$ cat src/rtl/sync_fifo_flags_if.sv
// rtl/sync_fifo_flags_if.sv - write/read handshake, status and error bundle for sync_fifo_flags
interface sync_fifo_flags_if #(
  parameter int DATA_WIDTH = 4,
  parameter int ADDR_WIDTH = 3
);
  logic                  flush;
  logic                  wr_en;
  logic [DATA_WIDTH-1:0] wr_data;
  logic                  rd_en;
  logic [DATA_WIDTH-1:0] rd_data;
  logic                  rd_valid;
  logic                  full;
  logic                  empty;
  logic                  almost_full;
  logic                  almost_empty;
  logic [ADDR_WIDTH:0]   count;
  logic                  overflow;
  logic                  underflow;
  logic                  clr_err;

  modport master (
    output flush, wr_en, wr_data, rd_en, clr_err,
    input  rd_data, rd_valid, full, empty, almost_full, almost_empty,
           count, overflow, underflow
  );

  modport slave (
    input  flush, wr_en, wr_data, rd_en, clr_err,
    output rd_data, rd_valid, full, empty, almost_full, almost_empty,
           count, overflow, underflow
  );
endinterface

$ cat src/rtl/sync_fifo_flags.sv
// rtl/sync_fifo_flags.sv - single-clock FIFO with occupancy count, threshold flags, sticky errors and flush
module sync_fifo_flags #(
  parameter int DATA_WIDTH = 4,
  parameter int ADDR_WIDTH = 3,
  parameter int AF_THRESH  = 6,
  parameter int AE_THRESH  = 1
) (
  input logic              clk,
  input logic              rst_n,
  sync_fifo_flags_if.slave bus
);
  localparam int DEPTH = 1 << ADDR_WIDTH;
  localparam logic [ADDR_WIDTH:0] DEPTH_CNT = (ADDR_WIDTH + 1)'(DEPTH);
  localparam logic [ADDR_WIDTH:0] AF_LVL    = (ADDR_WIDTH + 1)'(AF_THRESH);
  localparam logic [ADDR_WIDTH:0] AE_LVL    = (ADDR_WIDTH + 1)'(AE_THRESH);

  logic [DATA_WIDTH-1:0] mem_q [DEPTH];
  logic [ADDR_WIDTH-1:0] wptr_q, wptr_d;
  logic [ADDR_WIDTH-1:0] rptr_q, rptr_d;
  logic [ADDR_WIDTH:0]   count_q, count_d;
  logic [DATA_WIDTH-1:0] rd_data_q, rd_data_d;
  logic                  rd_valid_q, rd_valid_d;
  logic                  overflow_q, overflow_d;
  logic                  underflow_q, underflow_d;
  logic                  full, empty, wa, ra;

  // Flags decode the registered count only, so request inputs never reach them.
  assign full  = (count_q == DEPTH_CNT);
  assign empty = (count_q == '0);
  assign wa    = bus.wr_en & ~full & ~bus.flush;
  assign ra    = bus.rd_en & ~empty & ~bus.flush;

  always_comb begin
    wptr_d      = wptr_q;
    rptr_d      = rptr_q;
    count_d     = count_q;
    rd_data_d   = rd_data_q;
    rd_valid_d  = ra;
    overflow_d  = (overflow_q & ~bus.clr_err) | (bus.wr_en & full & ~bus.flush);
    underflow_d = (underflow_q & ~bus.clr_err) | (bus.rd_en & empty & ~bus.flush);
    if (bus.flush) begin
      wptr_d  = '0;
      rptr_d  = '0;
      count_d = '0;
    end else begin
      if (wa) wptr_d = wptr_q + 1'b1;
      if (ra) begin
        rptr_d    = rptr_q + 1'b1;
        rd_data_d = mem_q[rptr_q];
      end
      if (wa && !ra)      count_d = count_q + 1'b1;
      else if (ra && !wa) count_d = count_q - 1'b1;
    end
  end

  always_ff @(posedge clk or negedge rst_n) begin
    if (!rst_n) begin
      wptr_q      <= '0;
      rptr_q      <= '0;
      count_q     <= '0;
      rd_data_q   <= '0;
      rd_valid_q  <= 1'b0;
      overflow_q  <= 1'b0;
      underflow_q <= 1'b0;
    end else begin
      wptr_q      <= wptr_d;
      rptr_q      <= rptr_d;
      count_q     <= count_d;
      rd_data_q   <= rd_data_d;
      rd_valid_q  <= rd_valid_d;
      overflow_q  <= overflow_d;
      underflow_q <= underflow_d;
    end
  end

  // Storage has no reset; its contents are only observable through accepted reads.
  always_ff @(posedge clk) begin
    if (wa) mem_q[wptr_q] <= bus.wr_data;
  end

  assign bus.rd_data      = rd_data_q;
  assign bus.rd_valid     = rd_valid_q;
  assign bus.full         = full;
  assign bus.empty        = empty;
  assign bus.almost_full  = (count_q >= AF_LVL);
  assign bus.almost_empty = (count_q <= AE_LVL);
  assign bus.count        = count_q;
  assign bus.overflow     = overflow_q;
  assign bus.underflow    = underflow_q;
endmodule
$ cat src/flat_wrapper.sv
// flat-port wrapper written by rule: the top's interface ports become plain ports
module sync_fifo_flags_flat 
#(
  parameter int DATA_WIDTH = 4,
  parameter int ADDR_WIDTH = 3,
  parameter int AF_THRESH  = 6,
  parameter int AE_THRESH  = 1
)
  (clk, rst_n, bus_flush, bus_wr_en, bus_wr_data, bus_rd_en, bus_clr_err, bus_rd_data, bus_rd_valid, bus_full, bus_empty, bus_almost_full, bus_almost_empty, bus_count, bus_overflow, bus_underflow);
  sync_fifo_flags_if #(.DATA_WIDTH(DATA_WIDTH), .ADDR_WIDTH(ADDR_WIDTH)) bus_i ();
  input logic clk;
  input logic rst_n;
  input wire logic [$bits(bus_i.flush)-1:0] bus_flush;
  input wire logic [$bits(bus_i.wr_en)-1:0] bus_wr_en;
  input wire logic [$bits(bus_i.wr_data)-1:0] bus_wr_data;
  input wire logic [$bits(bus_i.rd_en)-1:0] bus_rd_en;
  input wire logic [$bits(bus_i.clr_err)-1:0] bus_clr_err;
  output wire logic [$bits(bus_i.rd_data)-1:0] bus_rd_data;
  output wire logic [$bits(bus_i.rd_valid)-1:0] bus_rd_valid;
  output wire logic [$bits(bus_i.full)-1:0] bus_full;
  output wire logic [$bits(bus_i.empty)-1:0] bus_empty;
  output wire logic [$bits(bus_i.almost_full)-1:0] bus_almost_full;
  output wire logic [$bits(bus_i.almost_empty)-1:0] bus_almost_empty;
  output wire logic [$bits(bus_i.count)-1:0] bus_count;
  output wire logic [$bits(bus_i.overflow)-1:0] bus_overflow;
  output wire logic [$bits(bus_i.underflow)-1:0] bus_underflow;
  assign bus_i.flush = bus_flush;
  assign bus_i.wr_en = bus_wr_en;
  assign bus_i.wr_data = bus_wr_data;
  assign bus_i.rd_en = bus_rd_en;
  assign bus_i.clr_err = bus_clr_err;
  assign bus_rd_data = bus_i.rd_data;
  assign bus_rd_valid = bus_i.rd_valid;
  assign bus_full = bus_i.full;
  assign bus_empty = bus_i.empty;
  assign bus_almost_full = bus_i.almost_full;
  assign bus_almost_empty = bus_i.almost_empty;
  assign bus_count = bus_i.count;
  assign bus_overflow = bus_i.overflow;
  assign bus_underflow = bus_i.underflow;
  sync_fifo_flags #(.DATA_WIDTH(DATA_WIDTH), .ADDR_WIDTH(ADDR_WIDTH), .AF_THRESH(AF_THRESH), .AE_THRESH(AE_THRESH)) u_core (.clk(clk), .rst_n(rst_n), .bus(bus_i));
endmodule
$ cat config.mk
export PLATFORM = sky130hd
export DESIGN_NAME = sync_fifo_flags_flat
export DESIGN_NICKNAME = d
export VERILOG_FILES = /design/src/rtl/sync_fifo_flags_if.sv /design/src/rtl/sync_fifo_flags.sv /design/src/flat_wrapper.sv
export SDC_FILE = /design/constraint.sdc
export NUM_CORES = 1
export LEC_CHECK = 0
export CORE_ASPECT_RATIO = 1.5
export CORE_MARGIN = 5
export CORE_UTILIZATION = 32
export CTS_CLUSTER_SIZE = 40
export DETAILED_ROUTE_END_ITERATION = 6
export PLACE_DENSITY = 0.48
export SYNTH_ARGS = -nofsm -noshare
export SYNTH_HDL_FRONTEND = slang
export SYNTH_SLANG_ARGS = --single-unit
$ cat constraint.sdc
create_clock -name clk -period 2.44 [get_ports clk]
set_input_delay 0.732 -clock clk [delete_from_list [all_inputs] [get_ports clk]]
set_output_delay 0.732 -clock clk [all_outputs]
set_load 0.05 [all_outputs]
==> results.sh <==
export IMPL_dieArea_sq_mm=0.008636
export IMPL_cts_buffer_depth=2
export IMPL_clk_pin_slew_ns=0.09
export IMPL_criticalPathCategory="reg -> out"
export IMPL_overflow=0
export IMPL_nets=214
export IMPL_syn_area_sq_mm=0.002191
export IMPL_firstDrtPassIters=4
export IMPL_reg2reg_from="u_core.bus.count[0]"
export IMPL_min_path_type="reg -> reg"
export IMPL_synthDistinctLibCells=39
export IMPL_antenna_found_initial=0
export IMPL_hold_violations=0
export IMPL_cp_start_kind="register"
export IMPL_fin_skew_ns=0.006458
export IMPL_core_area_sq_mm=0.006759
export IMPL_dp_cells=268
export IMPL_area_growth_pct=27.76
export IMPL_place_hpwl_um=3498
export IMPL_netlist_area_leader_share_pct=43.86
export IMPL_ys_async_sr_fraction_pct=34.69
export IMPL_path_cells="inv_2 > ha_4 > or3b_4 > clkinv_4 > buf_12"
export IMPL_pin_count=25
export IMPL_period_share_pct=97.97
export IMPL_crit_path_max_incr_delay_ns=0.46
export IMPL_vias=1369
export IMPL_antennaDiodeCount=0
export IMPL_viasPerCell=4.960
export IMPL_cts_sinks=49
export IMPL_drv_cap=0
export IMPL_slowest_stage="dfrtp_2"
export IMPL_drtAntennaViolNets=0
export IMPL_rrSetupSlack_ns=0.49
export IMPL_fin_cells=276
export IMPL_rsz0062_at_grt="false"
export IMPL_p_leak_nw=1.051
export IMPL_cts_root_buffer="clkbuf_8"
export IMPL_critPathArrivalTime_ns=1.66
export IMPL_grt_pass1_vias=1421
export IMPL_wl_um=4603
export IMPL_clock_latency_ns=0.30
export IMPL_syn_nets=170
export IMPL_fmax_mhz=418.3
export IMPL_yosysWarnings=0
export IMPL_cts_buffers=5
export IMPL_vdd_drop_max_v=0.0003436
export IMPL_min_period_ns=2.390
export IMPL_maxSlewHeadroom_pct=60.32
export IMPL_cts_tree="done"
export IMPL_cellPowerDensity_mw_per_mm2=983.6
export IMPL_avgSynthCellArea_sq_um=14.32
export IMPL_holdPathStages=2
export IMPL_die_x_um=77.56
export IMPL_synth_seq_area_share_pct=63.28
export IMPL_grt_max_degree=18
export IMPL_grt_pass1_wl_um=7638
export IMPL_place_gp_congestion=0.8416
export IMPL_portBuffers=24
export IMPL_cp_data_required_time_ns=1.71
export IMPL_cts_setup_buffers=0
export IMPL_layout_common_cells="32 x edfxtp_1, 19 x clkdlybuf4s50_1, 19 x buf_4, 16 x nor2_1, 15 x dfrtp_1"
export IMPL_layout_commonest_cell="edfxtp_1"
export IMPL_min_from="u_core.bus.overflow"
export IMPL_track_usage_pct=11.31
export IMPL_tightest_slew_ns=0.5953
export IMPL_reg2regPathDepth=7
export IMPL_whs_endpoint="u_core.bus.overflow"
export IMPL_status="finished clean"
export IMPL_synth_seq_cells=49
export IMPL_utilization_pct=41.41
export IMPL_synth_enable_flop_cells=32
export IMPL_drc=0
export IMPL_crit_fanout=5
export IMPL_synthFlopType="edfxtp_1"
export IMPL_initial_core_util_pct=32.41
export IMPL_timing_rr_end="u_core.bus.count[1]"
export IMPL_die_y_um=111.3
export IMPL_rows=37
export IMPL_drt_iter0_drc=58
export IMPL_h_tree_depth=2
export IMPL_hold_buffers=0
export IMPL_setup_viol=0
export IMPL_drive_above_1_share_pct=28.28
export IMPL_netlist_top_cells_area="edfxtp_1 44%, dfrtp_1 19%, mux4_2 8.2%"
export IMPL_wl_per_cell_um=16.68
export IMPL_synth_top_cell_by_area="edfxtp_1"
export IMPL_slew_viol_final=0
export IMPL_end_kind="output port"
export IMPL_netlist_instances=153
[worst max-delay path: cells and delay by family, from the launching register on]
| kind | cells | cell delay, ns |
|---|---|---|
| simple gates | 1 | 0.44 |
| fa+ha+maj | 1 | 0.15 |
| flops | 1 | 0.46 |
| buf+inv | 3 | 0.31 |
[per-layer routing]
layer	up-vias	track usage (%)	part of all wire [%]	wire, um
li1	655	-	-	-
met1	674	12.87	39	1807
met2	33	20.25	54	2496
met3	7	2.508	4.4	204
met4	0	4.358	2.0	94
met5	-	0	0	0
[state kept, by name, indices dropped and copies added (netlist names)]
| signal | cells |
|---|---|
| u_core.bus.rd_valid | 1 |
| u_core.bus.count | 4 |
| u_core.mem_q | 32 |
| u_core.wptr_q | 3 |
| u_core.rptr_q | 3 |
| u_core.bus.underflow | 1 |
| u_core.bus.overflow | 1 |
| u_core.bus.rd_data | 4 |
[Yosys cell counts (all sizes together), types with 2 or more instances]
cell	instances
clkbuf	3
nand2b	2
nand2	6
o21ai	3
or4b	2
ha	7
edfxtp	32
mux2i	4
xor2	4
nand3b	2
nor2	17
nor3	4
nand3	6
buf	3
mux4	8
inv	7
a21oi	9
dfrtp	17
[timing repair]
action                                 CTS  global route
endpoints found under the hold margin    0             0
setup endpoints to repair                1             2
resized for setup                        3             2
[final cells by class]
| type | instances | area, sq um |
|---|---|---|
| Tap cell | 78 | 97.59 |
| Timing Repair Buffer | 43 | 425.4 |
| Fill cell | 644 | 3960 |
| Sequential cell | 49 | 1389 |
| Inverter | 8 | 35.03 |
| Clock buffer | 5 | 68.82 |
| Clock inverter | 3 | 21.27 |
| Multi-Input combinational cell | 90 | 762.0 |
[power breakdown]
| group | leakage (nW) | switching [W] | internal [W] |
|---|---|---|---|
| Sequential | 0.506 | 0.000111 | 0.000975 |
| Combinational | 0.500 | 0.000682 | 0.000511 |
| Clock | 0.0445 | 0.000271 | 0.000204 |
[metrics by stage]
step,total power [W],instance area (sq um),setup slack (ns),hold slack [ns],TNS [ns]
2_1_floorplan,0.001833,2198,0.1560,0.4364,0
3_3_place_gp,0.002275,2694,0.03282,0.5073,0
3_5_place_dp,0.002297,2694,-0.006678,0.5155,-0.006678
4_1_cts,0.002799,2796,0.002103,0.5384,0
5_1_grt,0.002904,2799,0.002871,0.5786,0
6_report,0.002753,2799,0.04951,0.5337,0
[worst max-delay path by stage]
stage / from / end / cells past startpoint
after floorplan: u_core.bus.count[0] / u_core.mem_q[0][0] / 6
after global placement: bus_rd_en / u_core.bus.count[3] / 5
after detailed placement: bus_rd_en / u_core.bus.count[2] / 6
after CTS: u_core.bus.count[1] / bus_empty / 5
after global routing: u_core.bus.count[0] / bus_empty / 5
final: u_core.bus.count[0] / bus_empty / 5
[logic make-up after synthesis]
| family | Yosys count | share of synthesized area (%) |
|---|---|---|
| flops | 49 | 63.28 |
| simple gates | 45 | 11.08 |
| compound gates | 19 | 5.825 |
| buf+inv | 14 | 2.741 |
| mux | 13 | 10.57 |
| fa+ha+maj | 8 | 4.511 |
| xor+xnor | 5 | 1.999 |
Note: power is estimated with default switching activity, not from simulation.
